===== src/rtl/usb_tx_pkg.sv =====
// Shared types for the USB NRZI transmit path: FSM state encoding and D+/D- line states.
package usb_tx_pkg;

   localparam logic [2:0] S_IDLE    = 3'd0;
   localparam logic [2:0] S_SEND    = 3'd1;
   localparam logic [2:0] S_STUFF   = 3'd2;
   localparam logic [2:0] S_EOP_SE0 = 3'd3;
   localparam logic [2:0] S_EOP_J   = 3'd4;

   typedef enum logic [2:0] {
      ST_IDLE    = S_IDLE,
      ST_SEND    = S_SEND,
      ST_STUFF   = S_STUFF,
      ST_EOP_SE0 = S_EOP_SE0,
      ST_EOP_J   = S_EOP_J
   } tx_state_e;

   typedef struct packed {
      logic dp;
      logic dm;
   } line_t;

   localparam line_t LINE_J   = 2'b10;
   localparam line_t LINE_K   = 2'b01;
   localparam line_t LINE_SE0 = 2'b00;

   function automatic line_t nrzi_toggle(input line_t level);
      return (level == LINE_J) ? LINE_K : LINE_J;
   endfunction

   // NRZI: a 0 toggles the line, a 1 holds it.
   function automatic line_t nrzi_encode(input line_t level, input logic data);
      return data ? level : nrzi_toggle(level);
   endfunction

endpackage


===== src/rtl/usb_tx_bit_timer.sv =====
// Bit-period counter: counts 0..CLKS_PER_BIT-1 while running, flags the last cycle of a period.
module usb_tx_bit_timer #(
   parameter int CLKS_PER_BIT = 4
) (
   input  logic clk,
   input  logic n_rst,
   input  logic run,
   input  logic restart,
   output logic boundary
);

   localparam int CW = $clog2(CLKS_PER_BIT);
   localparam logic [CW-1:0] CNT_LAST = CW'(CLKS_PER_BIT - 1);

   logic [CW-1:0] cnt;

   assign boundary = (cnt == CNT_LAST);

   always_ff @(posedge clk or negedge n_rst) begin
      if (!n_rst) begin
         cnt <= '0;
      end else if (!run || restart || boundary) begin
         cnt <= '0;
      end else begin
         cnt <= cnt + 1'b1;
      end
   end

endmodule


===== src/rtl/usb_nrzi_tx_encoder.sv =====
// USB NRZI transmit encoder with EOP generation; bit stuffing is built only when
// USB_TX_BITSTUFF_EN is defined.
module usb_nrzi_tx_encoder
   import usb_tx_pkg::*;
#(
   parameter int CLKS_PER_BIT = 4,
   parameter int STUFF_LEN    = 6,
   parameter int EOP_SE0_BITS = 2
) (
   input  logic clk,
   input  logic n_rst,
   input  logic bit_valid,
   input  logic bit_data,
   input  logic bit_last,
   input  logic abort,
   output logic bit_ready,
   output logic busy,
   output logic underrun,
   output logic d_plus,
   output logic d_minus
);

   // Handshake: a bit moves when bit_valid & bit_ready are both high at a rising clk edge.
   // bit_ready is high throughout IDLE and otherwise only on the last cycle of a bit period
   // that is followed by a fresh data bit; upstream must hold bit_data/bit_last stable
   // while bit_valid is high and unaccepted.
   tx_state_e  state, state_nxt;
   line_t      level, level_nxt;
   line_t      line_q, line_nxt;
   logic       cur_last, cur_last_nxt;
   logic [1:0] eop_cnt, eop_nxt;
   logic       underrun_nxt;
   logic       boundary, run, handshake, abort_take, take_bit, stuff_due;

   usb_tx_bit_timer #(
      .CLKS_PER_BIT(CLKS_PER_BIT)
   ) u_bit_timer (
      .clk      (clk),
      .n_rst    (n_rst),
      .run      (run),
      .restart  (abort_take),
      .boundary (boundary)
   );

`ifdef USB_TX_BITSTUFF_EN
   logic [3:0] ones, ones_nxt;

   assign stuff_due = (ones == 4'(STUFF_LEN));

   always_ff @(posedge clk or negedge n_rst) begin
      if (!n_rst) begin
         ones <= '0;
      end else begin
         ones <= ones_nxt;
      end
   end

   always_comb begin
      ones_nxt = ones;
      if (take_bit) begin
         ones_nxt = bit_data ? ones + 4'd1 : 4'd0;
      end else if (state == ST_SEND && boundary && stuff_due && !abort_take) begin
         ones_nxt = 4'd0;
      end else if (state == ST_EOP_J && boundary) begin
         ones_nxt = 4'd0;
      end
   end
`else
   // No run-length tracking without stuffing; STUFF_LEN only has to be in range.
   localparam bit STUFF_LEN_OK = (STUFF_LEN >= 2) && (STUFF_LEN <= 15);
   assign stuff_due = 1'b0 & STUFF_LEN_OK;
`endif

   assign run        = (state != ST_IDLE);
   assign busy       = (state != ST_IDLE);
   assign handshake  = bit_valid & bit_ready;
   assign abort_take = abort & ((state == ST_SEND) || (state == ST_STUFF));
   assign take_bit   = handshake & ~abort_take;
   assign d_plus     = line_q.dp;
   assign d_minus    = line_q.dm;

   // After a stuff bit the next data bit is fetched on the stuff period's last cycle.
   always_comb begin
      case (state)
         ST_IDLE:  bit_ready = 1'b1;
         ST_SEND:  bit_ready = boundary & ~stuff_due & ~cur_last;
         ST_STUFF: bit_ready = boundary & ~cur_last;
         default:  bit_ready = 1'b0;
      endcase
   end

   always_comb begin
      state_nxt    = state;
      level_nxt    = level;
      line_nxt     = line_q;
      cur_last_nxt = cur_last;
      eop_nxt      = eop_cnt;
      underrun_nxt = 1'b0;
      case (state)
         ST_IDLE: begin
            if (handshake) begin
               state_nxt = ST_SEND;
            end
         end
         ST_SEND, ST_STUFF: begin
            if (abort_take) begin
               state_nxt = ST_EOP_SE0;
               line_nxt  = LINE_SE0;
               eop_nxt   = 2'd0;
            end else if (boundary) begin
               if (state == ST_SEND && stuff_due) begin
                  state_nxt = ST_STUFF;
                  level_nxt = nrzi_toggle(level);
                  line_nxt  = nrzi_toggle(level);
               end else if (cur_last || !bit_valid) begin
                  state_nxt    = ST_EOP_SE0;
                  line_nxt     = LINE_SE0;
                  eop_nxt      = 2'd0;
                  underrun_nxt = ~cur_last;
               end else begin
                  state_nxt = ST_SEND;
               end
            end
         end
         ST_EOP_SE0: begin
            if (boundary) begin
               if (eop_cnt == 2'(EOP_SE0_BITS - 1)) begin
                  state_nxt = ST_EOP_J;
                  line_nxt  = LINE_J;
               end else begin
                  eop_nxt = eop_cnt + 2'd1;
               end
            end
         end
         ST_EOP_J: begin
            if (boundary) begin
               state_nxt = ST_IDLE;
               level_nxt = LINE_J;
               line_nxt  = LINE_J;
            end
         end
         default: begin
            state_nxt = ST_IDLE;
            level_nxt = LINE_J;
            line_nxt  = LINE_J;
         end
      endcase
      if (take_bit) begin
         level_nxt    = nrzi_encode(level, bit_data);
         line_nxt     = nrzi_encode(level, bit_data);
         cur_last_nxt = bit_last;
      end
   end

   always_ff @(posedge clk or negedge n_rst) begin
      if (!n_rst) begin
         state    <= ST_IDLE;
         level    <= LINE_J;
         line_q   <= LINE_J;
         cur_last <= 1'b0;
         eop_cnt  <= 2'd0;
         underrun <= 1'b0;
      end else begin
         state    <= state_nxt;
         level    <= level_nxt;
         line_q   <= line_nxt;
         cur_last <= cur_last_nxt;
         eop_cnt  <= eop_nxt;
         underrun <= underrun_nxt;
      end
   end

endmodule


===== config.mk =====
export PLATFORM = sky130hd
export DESIGN_NAME = usb_nrzi_tx_encoder
export DESIGN_NICKNAME = d
export VERILOG_FILES = /design/src/rtl/usb_tx_pkg.sv /design/src/rtl/usb_tx_bit_timer.sv /design/src/rtl/usb_nrzi_tx_encoder.sv
export SDC_FILE = /design/constraint.sdc
export NUM_CORES = 1
export LEC_CHECK = 0
export ABC_CLOCK_PERIOD_IN_PS = 4150
export BUFFER_PORTS_ARGS = -buffer_cell sky130_fd_sc_hd__buf_2
export CAP_MARGIN = 20
export CORE_ASPECT_RATIO = 0.7
export CORE_MARGIN = 2
export CORE_UTILIZATION = 35
export CTS_BUF_LIST = sky130_fd_sc_hd__clkbuf_8 sky130_fd_sc_hd__clkbuf_16
export CTS_CLUSTER_SIZE = 24
export DETAILED_ROUTE_END_ITERATION = 10
export SETUP_SLACK_MARGIN = 0.1
export SYNTH_ARGS = -nofsm -noshare
export SYNTH_HDL_FRONTEND = slang
export SYNTH_SLANG_ARGS = --single-unit

===== constraint.sdc =====
create_clock -name clk -period 4.15 [get_ports clk]
set_input_delay 0.83 -clock clk [delete_from_list [all_inputs] [get_ports clk]]
set_output_delay 0.83 -clock clk [all_outputs]
set_load 0.01 [all_outputs]

* Yosys cells after proc, flatten, opt, wreduce, memory -nomap -nowiden *
Cells that the tools add are included.

cells by class
  $add $sub $neg = 2
  eq/ne operators = 21
  mux-type cells = 29
  bitwise logic cells = 6
  reduce and logical (&&, ||, !) cells = 15

operator list
  operator                                        number
  two-way mux 2 bit                               14
  two-way mux 3 bit                               6
  != test 2 bit (second input constant)           6
  one-hot mux 3 bit (4 select lines)              1
  AND reduction 5 bit                             2
  != test 3 bit (second input constant)           3
  != test 4 x 1 -> 1 bit (second input constant)  2
  one-hot mux 2 bit (2 select lines)              2
  one-hot mux 2 bit (4 select lines)              1
  == test 3 x 2 -> 1 bit (second input constant)  2
  != test 3 x 1 -> 1 bit (second input constant)  2
  AND reduction 6 bit                             1
  adder 2 x 1 -> 2 bit (second input constant)    2
  AND 1 bit                                       4
  == test 2 bit (second input constant)           2
  logical OR 1 bit                                4
  two-way mux 1 bit                               4
  OR reduction 4 bit                              1
  == test 3 x 1 -> 1 bit (second input constant)  1
  == test 3 bit (second input constant)           1
  zero test 3 bit                                 1
  nonzero test 3 bit                              1
  == test 2 x 1 -> 1 bit (second input constant)  1
  zero test 1 bit                                 2
  6 further kinds                                 7

storage, ports and cells
  register bits after elaboration = 13
  input bits = 6
  output and inout port bits = 5
  word-level logic and storage cells = 82

* Depth between registers and ports, before layout *
Gate-level depths: netlist of the first run.

  word-level depth = 7
  mapped depth = 6
  gate-level depth less buffers = 6

* Cells and area by module *
From an unflattened synthesis of the first run, not the netlist that was laid out.

second synthesis, totals
  cells, all modules = 74
  area, all modules = 779.5 µm²

modules (own cells, without submodules)
  module               times used  cells an instance  area an instance (µm²)  sequential area each (µm²)
  usb_nrzi_tx_encoder  1           69                 689.4                   277.8
  usb_tx_bit_timer     1           5                  90.1                    50.0

* Worst setup path before layout of the first run *
Ideal clock, no wire load.

  path type = flip-flop to output port
  from = reg state[2]
  to = out busy
  arrival = 1057 ps
  required time = 3320 ps
  path slack = 2263 ps
  cell stages (with the launch flop) = 3
  buffers on the path = 1
  path through = dfrtp_1 -> clkbuf_1 -> or3_1

between the ends
  longest elaborated chain between the ends = 1

ends and longest elaborated chain
  what                    line                        source
  start, declared         usb_nrzi_tx_encoder.sv:27   tx_state_e state, state_nxt;
  start signal, assigned  usb_nrzi_tx_encoder.sv:164  state <= state_nxt;
  nonzero test 3 bit      usb_nrzi_tx_encoder.sv:75   assign busy = (state != ST_IDLE);
  end, declared           usb_nrzi_tx_encoder.sv:17   output logic busy,

No other way between the ends.

* Final worst setup path of the first run *
  from = reg u_bit_timer.cnt[0]
  to = out bit_ready

between the ends
  longest elaborated chain between the ends = 3

ends and longest elaborated chain
  what                                line                                                  source
  start, declared                     usb_tx_bit_timer.sv:15                                logic [CW-1:0] cnt;
  start signal, assigned              usb_tx_bit_timer.sv:25                                cnt <= cnt + 1'b1;
  == test 2 bit                       usb_tx_bit_timer.sv:17                                assign boundary = (cnt == CNT_LAST);
  AND 1 bit                           usb_nrzi_tx_encoder.sv:86, usb_nrzi_tx_encoder.sv:87
  one-hot mux 1 bit (2 select lines)  usb_nrzi_tx_encoder.sv:84                             case (state)
  end, declared                       usb_nrzi_tx_encoder.sv:16                             output logic bit_ready,

No other way between the ends.

==> reports/results.md, run 1 <==
### Global route
- **largest net degree at the start of global routing** 15
- **aggregate global routing overflow** 0
- **vias in the first global route** 528
- **number of antenna violations at the first check in global routing** 0
- **All-Layer GR Usage** 14.0%
- **first-pass GRT wire length** 2.54 mm

### Status
- **run status** completed

### Hold path
- **Hold Path Depth** 1
- **Hold Crit Endpoint** u_bit_timer.cnt[0]
- **Hold Crit Class** flip-flop to flip-flop
- **Hold Crit Start** u_bit_timer.cnt[0]

### Synth
- **sequential fraction of the synthesis area** 42.3%
- **most common flop cell mapped by yosys** dfrtp_1
- **flip-flop and latch count after synthesis** 13
- **instance count of the mapped netlist** 72
- **Mapped Nets** 80
- **number of synthesized flops with an enable pin** 0
- **count of cell types in the netlist** 37
- **number of warnings printed during yosys synthesis** 0
- **average size of a mapped cell** 10.8 µm²
- **Post-synth ARST share** 100%
- **Cell Area, Synth** 774 µm²

### Worst setup path
- **critical setup path kind** flip-flop to primary output
- **Crit path arrival time** 1.39 ns
- **cell chain of the critical path** ha_1 -> nand3b_1 -> a21oi_1 -> buf_2
- **highest net fanout along the worst path** 10
- **element type at the critical path end** primary output
- **required time of the critical path** 3.32 ns
- **worst r2r src** u_bit_timer.cnt[0]
- **startpoint class of the critical path** flip-flop
- **Reg2Reg Setup Slack** 2.31 ns
- **reg-to-reg endpoint** cur_last
- **Worst path max stage delay** 0.37 ns
- **CP max stage cell** ha_1
- **logic depth of the worst register-to-register path** 5

### Drt
- **average vias per placed instance** 5.09
- **TritonRoute pass-1 iters** 4
- **Final Routed Wirelength** 1.47 mm
- **Iter 0 DRT Violations** 7
- **DRC violation count after routing** 0
- **detailed-route wire length per cell** 12.9 µm
- **DR vias** 580
- **ANT nets after route** 0

### Clock network
- **clk buf depth** 2
- **clock transition at the registers of the reported paths** 0.06 ns
- **post_cts resized** 0
- **buffers inserted by post-CTS timing repair** 0
- **Clock Latency Late Sink** 0.24 ns
- **hold buffer count at cts** 0
- **clock buffer count from CTS** 3
- **maximum level of the CTS H-tree** 1
- **total number of clock tree sinks** 13
- **library cell used as clock root buffer** clkbuf_8
- **CTS tree** built

### STA
- **min Tclk post-route** 2.22 ns
- **Highest Clock Rate** 451 MHz
- **worst setup skew after layout** 0.00267 ns
- **actual slew at the worst max-slew pin** 0.508 ns
- **Max-slew headroom** 66.1%
- **post-route clock period utilization** 53.5%
- **Fin Hold WS** 0.437 ns
- **total count of max-transition violations in the final report** 0
- **setup repair after global routing missed its margin** no
- **final setup violating endpoints** 0
- **total negative setup slack** 0 ns
- **final hold viol count** 0

### Die
- **horizontal extent of the die** 60.2 µm
- **die height** 43.4 µm
- **core box area** 2120 µm²
- **std cell rows** 14
- **effective utilization at floorplan** 36.5%
- **# IOs** 11
- **area of the die** 2610 µm²

### Job
- **number of max-cap violations** 0

### Pwr
- **worst IR drop on VDD** 0.301 mV
- **leakage power** 0.380 nW
- **power density over cell area** 685 nW/µm²
- **Power, Total** 0.000602 W

### Layout
- **Inserted Diodes** 0
- **area added between synthesis and finish** 13.6%
- **fin nets** 91
- **ratio of cells with drive above 1 in the final layout** 28.0%

### Placed design
- **final RePlAce weighted congestion** 0.752
- **HPWL after detailed placement** 1.08 mm
- **total of buffers placed on input and output ports** 10

## cell families (layout without fill, tap and decap cells)
kind of cell	count (synthesis)	count (layout)	synth area share, %
xor+xnor	1	1	1.13
buf+inv	6	16	4.85
flops	13	13	42.3
simple gates	25	25	23.3
fa+ha+maj	2	2	3.23
mux	6	6	8.40
compound gates	19	19	16.8
## synthesized netlist by cell type, types with 2 or more instances
cell type	n	area [µm²]
buf_4	2	15.0
mux2i_1	2	20.0
a22o_1	2	17.5
nand2b_1	4	25.0
o21ai_1	2	10.0
nor2_1	5	18.8
dfstp_2	2	52.6
nand2_1	4	15.0
dfrtp_1	11	275
a21oi_1	5	25.0
mux2_1	4	45.0
nor3b_1	2	15.0
inv_1	2	7.51
ha_1	2	25.0
## registers in the layout, summed over array words and instances (netlist names)
name and cells:
state 3, eop_cnt 2, level 2, u_bit_timer.cnt 2
cur_last 1, d_minus 1, d_plus 1, underrun 1
## through the flow
stage | instances | setup slack, ns | util (%) | instance area (µm²)
after floorplan | 72 | 2.26 | - | 774
after global placement | 110 | 2.18 | 39.4 | 835
after detailed placement | 110 | 2.14 | 39.4 | 835
after CTS | 114 | 1.92 | 41.5 | 880
after global routing | 114 | 1.79 | 41.5 | 880
final | 114 | 1.93 | 41.5 | 880
## worst max path at each step
stage / end / from / slack (ns) / depth (start not counted)
after floorplan: busy / state[2] / 2.26 / 2
after global placement: level[1] / abort / 2.18 / 5
after detailed placement: cur_last / abort / 2.14 / 5
after CTS: bit_ready / u_bit_timer.cnt[0] / 1.92 / 4
after global routing: bit_ready / u_bit_timer.cnt[0] / 1.79 / 4
final: bit_ready / u_bit_timer.cnt[0] / 1.93 / 4
## cell type report
| type | count | area (µm²) |
|---|---|---|
| Clock buffer | 3 | 41.3 |
| Clock inverter | 1 | 3.75 |
| Fill cell | 226 | 1240 |
| Inverter | 2 | 7.51 |
| Multi-Input combinational cell | 53 | 409 |
| Sequential cell | 13 | 328 |
| Tap cell | 32 | 40.0 |
| Timing Repair Buffer | 10 | 50.0 |
## routing by layer
layer,share of wire (%),vias to the layer above,wire length [µm],global-route usage [%]
li1,-,279,-,-
met1,51,285,744,19.9
met2,42,12,613,17.8
met3,5.4,4,79,5.67
met4,2.4,0,35,8.00
met5,0,-,0,0
## cells in the final DEF, fill, tap and decap left out, drive strengths merged, types with 2 or more instances in the layout
| cell type | n |
|---|---|
| nand2 | 5 |
| nor3b | 4 |
| a22o | 2 |
| inv | 3 |
| o22ai | 2 |
| o21ai | 3 |
| nor2 | 6 |
| clkbuf | 3 |
| a21oi | 6 |
| dfstp | 2 |
| nand2b | 4 |
| mux2i | 2 |
| buf | 10 |
| mux2 | 4 |
| ha | 2 |
| dfrtp | 11 |
## power by group
group / total (W) / internal (W) / switching (W)
sequential: 0.000233 / 0.000182 / 0.0000515
combinational: 0.000259 / 0.000119 / 0.000140
clock: 0.000110 / 0.0000653 / 0.0000452
## worst max-delay path, delay by kind of cell (launching register included)
kind | cells | cell delay, ns
compound gates | 1 | 0.16
fa+ha+maj | 1 | 0.37
buf+inv | 1 | 0.15
flops | 1 | 0.35
simple gates | 1 | 0.11
No activity file was read; power rests on OpenSTA's default activity.
==> run 2: changes to the inputs <==
Settings changed: ABC_CLOCK_PERIOD_IN_PS 4150 to 2300.
Clock period 4.15 ns to 2.3 ns, I/O delays scaled along.
==> reports/results.md, run 2 (synthesis results as in run 1) <==
### Die
- **horizontal extent of the die** 60.2 µm
- **effective utilization at floorplan** 36.5%
- **# IOs** 11
- **area of the die** 2610 µm²
- **die height** 43.4 µm
- **std cell rows** 14
- **core box area** 2120 µm²

### Clock network
- **clk buf depth** 2
- **CTS tree** built
- **post_cts resized** 0
- **library cell used as clock root buffer** clkbuf_8
- **clock transition at the registers of the reported paths** 0.06 ns
- **hold buffer count at cts** 0
- **buffers inserted by post-CTS timing repair** 0
- **maximum level of the CTS H-tree** 1
- **clock buffer count from CTS** 3
- **Clock Latency Late Sink** 0.25 ns
- **total number of clock tree sinks** 13

### Layout
- **Post-Layout Inst Area** 881 µm²
- **filler cell count in the final layout** 208
- **number of flip-flops in the largest register** 3
- **FF/Latch Area** 328 µm²
- **post-layout util** 41.6%
- **Inserted Diodes** 0
- **multi-input logic area** 409 µm²
- **fin nets** 91
- **most frequent cells in the layout** dfrtp_1, buf_2, a21oi_1, nor2_1
- **Most flops, register** state
- **area added between synthesis and finish** 13.7%
- **most common cell after layout, fill and taps aside** dfrtp_1
- **ratio of cells with drive above 1 in the final layout** 29.3%

### STA
- **Fin Hold WS** 0.0894 ns
- **post-layout worst setup margin** 0.471 ns
- **setup repair after global routing missed its margin** no
- **post-route clock period utilization** 79.5%
- **min Tclk post-route** 1.83 ns
- **total negative setup slack** 0 ns
- **worst setup skew after layout** 0.00227 ns
- **final hold viol count** 0
- **final setup violating endpoints** 0
- **Max-slew headroom** 67.3%
- **actual slew at the worst max-slew pin** 0.491 ns
- **Highest Clock Rate** 547 MHz
- **total count of max-transition violations in the final report** 0

### Placed design
- **area of placed instances** 835 µm²
- **final RePlAce weighted congestion** 0.784
- **HPWL after detailed placement** 1.06 mm
- **total of buffers placed on input and output ports** 10
- **pre-CTS setup slack** 0.499 ns

### Worst setup path
- **element type at the critical path end** primary output
- **Crit path arrival time** 1.37 ns
- **highest net fanout along the worst path** 14
- **startpoint class of the critical path** flip-flop
- **required time of the critical path** 1.84 ns
- **critical setup path kind** flip-flop to primary output

### Drt
- **DRC violation count after routing** 0
- **DR vias** 561
- **detailed-route wire length per cell** 12.6 µm
- **Iter 0 DRT Violations** 13
- **Final Routed Wirelength** 1.44 mm
- **ANT nets after route** 0
- **TritonRoute pass-1 iters** 5
- **average vias per placed instance** 4.92

### Job
- **number of max-cap violations** 0

### Global route
- **number of antenna violations at the first check in global routing** 0
- **aggregate global routing overflow** 0
- **vias in the first global route** 539
- **largest net degree at the start of global routing** 15
- **first-pass GRT wire length** 2.49 mm
- **All-Layer GR Usage** 13.5%

### Hold path
- **Hold Crit Class** input pin to asynchronous set/reset pin

### Pwr
- **worst IR drop on VDD** 0.785 mV
- **leakage power** 0.378 nW
- **power density over cell area** 1240 nW/µm²

### Status
- **run status** completed

## run 2: changes by cell type in the layout (fill, tap and decap cells not counted), sizes merged
cell    before  now
clkinv       0    1
inv          3    2
## run 2: stage by stage
step                cells  power [W]
floorplan              72   0.000794
global placement      110   0.000886
detailed placement    110   0.000891
CTS                   114    0.00111
global route          114    0.00119
finish                114    0.00110
## run 2: where the power goes
| part | total (W) | internal [W] | switching [W] |
|---|---|---|---|
| clock network | 0.000211 | 0.000120 | 0.0000906 |
| registers | 0.000414 | 0.000327 | 0.0000872 |
| logic | 0.000470 | 0.000215 | 0.000255 |
| total | 0.00110 | 0.000663 | 0.000433 |
## run 2: routing by layer
metal,share of wire [%],global-route usage (%),vias up
met2,42,18.7,12
li1,-,-,279
met5,0,0,-
met4,2.0,8.00,0
met1,51,18.1,266
met3,5.2,4.78,4
## run 2: final cells by class
class                   instances  share of cell area [%]
flip-flops and latches         13                    37.2
inverters                       2                   0.852
repair buffers                 10                    5.68
clock buffers                   3                    4.69
multi-input cells              53                    46.4
well taps                      32                    4.55
clock inverters                 1                   0.568
## run 2: worst paths after layout
path                                     from                  to  slack (ns)  cells after the start
setup / recovery                     state[2]                busy        0.47                      2
hold / removal                          n_rst          eop_cnt[0]        0.09                      1
setup reg to reg           u_bit_timer.cnt[0]            level[1]        0.49                      5
hold reg to reg            u_bit_timer.cnt[0]  u_bit_timer.cnt[0]        0.43                      1
max in group asynchronous               n_rst              d_plus        1.93                      1
min in group clk           u_bit_timer.cnt[0]  u_bit_timer.cnt[0]        0.43                      1
## run 2: worst max-delay path, stage by stage, from the launching register on
cell	delay, ns
dfrtp_1	0.55
or3_1	0.42
buf_2	0.14
==> run 3: changes to the inputs <==
Settings changed: ABC_CLOCK_PERIOD_IN_PS 2300 to 1800.
Clock period 2.3 ns to 1.8 ns, I/O delays scaled along.
==> reports/results.md, run 3 (synthesis results as in run 1) <==
### Layout
- **most common cell after layout, fill and taps aside** buf_2
- **post-layout util** 45.3%
- **fin nets** 98
- **FF/Latch Area** 330 µm²
- **multi-input logic area** 427 µm²
- **filler cell count in the final layout** 193
- **most frequent cells in the layout** buf_2, dfrtp_1, nor2_1
- **number of flip-flops in the largest register** 3
- **Most flops, register** state
- **area added between synthesis and finish** 24.1%
- **Non-Filler Instances** 121
- **ratio of cells with drive above 1 in the final layout** 39.3%
- **Inserted Diodes** 0
- **Post-Layout Inst Area** 961 µm²

### Placed design
- **area of placed instances** 850 µm²
- **total of buffers placed on input and output ports** 10
- **final RePlAce weighted congestion** 0.771
- **HPWL after detailed placement** 1.06 mm
- **dpl cells** 112

### Drt
- **ANT nets after route** 0
- **DR vias** 604
- **Final Routed Wirelength** 1.53 mm
- **detailed-route wire length per cell** 12.6 µm
- **Iter 0 DRT Violations** 11
- **DRC violation count after routing** 0
- **average vias per placed instance** 4.99
- **TritonRoute pass-1 iters** 4

### Global route
- **number of antenna violations at the first check in global routing** 0
- **first-pass GRT wire length** 2.43 mm
- **aggregate global routing overflow** 0
- **All-Layer GR Usage** 12.7%
- **vias in the first global route** 539
- **largest net degree at the start of global routing** 14

### Worst setup path
- **required time of the critical path** 1.92 ns
- **startpoint class of the critical path** flip-flop
- **Worst path max stage delay** 0.45 ns
- **Reg2Reg Setup Slack** 0.13 ns
- **worst r2r src** state[0]
- **number of buffer and inverter instances along the worst setup path** 1
- **logic depth of the worst register-to-register path** 5
- **element type at the critical path end** flip-flop
- **Crit path arrival time** 1.79 ns
- **critical setup path kind** flip-flop to flip-flop
- **highest net fanout along the worst path** 6
- **CP max stage cell** dfrtp_2
- **reg-to-reg endpoint** state[0]
- **cell chain of the critical path** dlymetal6s2s_1 -> nor3_2 -> a31oi_1 -> o22ai_2 -> mux2_4
- **cell family contributing the most delay on the critical path** flip-flops

### Die
- **area of the die** 2610 µm²
- **core box area** 2120 µm²
- **std cell rows** 14
- **effective utilization at floorplan** 36.5%
- **# IOs** 11
- **die height** 43.4 µm
- **horizontal extent of the die** 60.2 µm

### STA
- **worst setup skew after layout** 0.00375 ns
- **min Tclk post-route** 1.67 ns
- **setup repair after global routing missed its margin** yes
- **post-route clock period utilization** 92.6%
- **total count of max-transition violations in the final report** 0
- **final setup violating endpoints** 0
- **Fin Hold WS** 0.344 ns
- **final hold viol count** 0
- **Highest Clock Rate** 600 MHz
- **actual slew at the worst max-slew pin** 0.319 ns
- **Max-slew headroom** 78.7%
- **total negative setup slack** 0 ns

### Clock network
- **clk buf depth** 2
- **clock buffer count from CTS** 3
- **clock transition at the registers of the reported paths** 0.05 ns
- **total number of clock tree sinks** 13
- **CTS tree** built
- **Clock Latency Late Sink** 0.24 ns
- **library cell used as clock root buffer** clkbuf_8
- **maximum level of the CTS H-tree** 1

### Job
- **number of max-cap violations** 0

### Pwr
- **power density over cell area** 1580 nW/µm²
- **leakage power** 0.423 nW
- **worst IR drop on VDD** 0.710 mV

### Hold path
- **Hold Crit Endpoint** cur_last
- **Hold Path Depth** 2
- **Hold Crit Start** bit_last
- **Hold Crit Class** input pin to flip-flop

### Status
- **run status** completed

[run 3: cell count changes in the layout (fill, tap and decap cells not counted), sizes merged]
cell / previous run / this run
dlygate4sd3: 0 / 1
inv: 2 / 3
dlymetal6s2s: 0 / 1
buf: 10 / 15
clkinv: 1 / 0
[run 3: through the flow]
stage	power, W	worst slack, ns
after CTS	0.00141	0.111
after detailed placement	0.00114	0.172
after global placement	0.00114	0.172
final	0.00151	0.133
after floorplan	0.00101	0.222
after global routing	0.00163	0.0602
[run 3: what timing repair did]
| action | CTS | global route |
|---|---|---|
| gates resized for setup | 1 | 7 |
| hold endpoints to repair | 5 | 0 |
| buffers inserted | 0 | 3 |
| setup endpoints to repair | 1 | 2 |
| pin swaps | 0 | 3 |
| cloned | 0 | 1 |
| hold buffers | 1 | 0 |
[run 3: report_power, final]
group / switching (W) / internal, W
combinational: 0.000358 / 0.000362
clock: 0.000102 / 0.000150
sequential: 0.000118 / 0.000424
total: 0.000578 / 0.000936
[run 3: routing by layer]
| layer | vias up | global-route usage, % | wire [µm] | part of all wire [%] |
|---|---|---|---|---|
| met1 | 286 | 17.5 | 749 | 49 |
| met2 | 16 | 17.4 | 678 | 44 |
| met5 | - | 0 | 0 | 0 |
| met3 | 4 | 5.37 | 76 | 5.0 |
| li1 | 298 | - | - | - |
| met4 | 0 | 5.33 | 22 | 1.4 |
[run 3: layout make-up]
cell class / instances / area share, %
flip-flops and latches: 13 / 34.4
clock inverters: 1 / 0.391
multi-input cells: 53 / 44.4
clock buffers: 3 / 4.30
well taps: 32 / 4.17
repair buffers: 17 / 11.6
inverters: 2 / 0.781
[run 3: worst max path at each step]
| stage | depth (start not counted) | end | slack, ns | from |
|---|---|---|---|---|
| 2_1_floorplan | 6 | level[1] | 0.22 | u_bit_timer.cnt[0] |
| 3_3_place_gp | 6 | state[0] | 0.17 | u_bit_timer.cnt[0] |
| 3_5_place_dp | 6 | state[0] | 0.17 | u_bit_timer.cnt[0] |
| 4_1_cts | 3 | bit_ready | 0.11 | state[1] |
| 5_1_grt | 5 | state[0] | 0.06 | state[0] |
| 6_report | 5 | state[0] | 0.13 | state[0] |
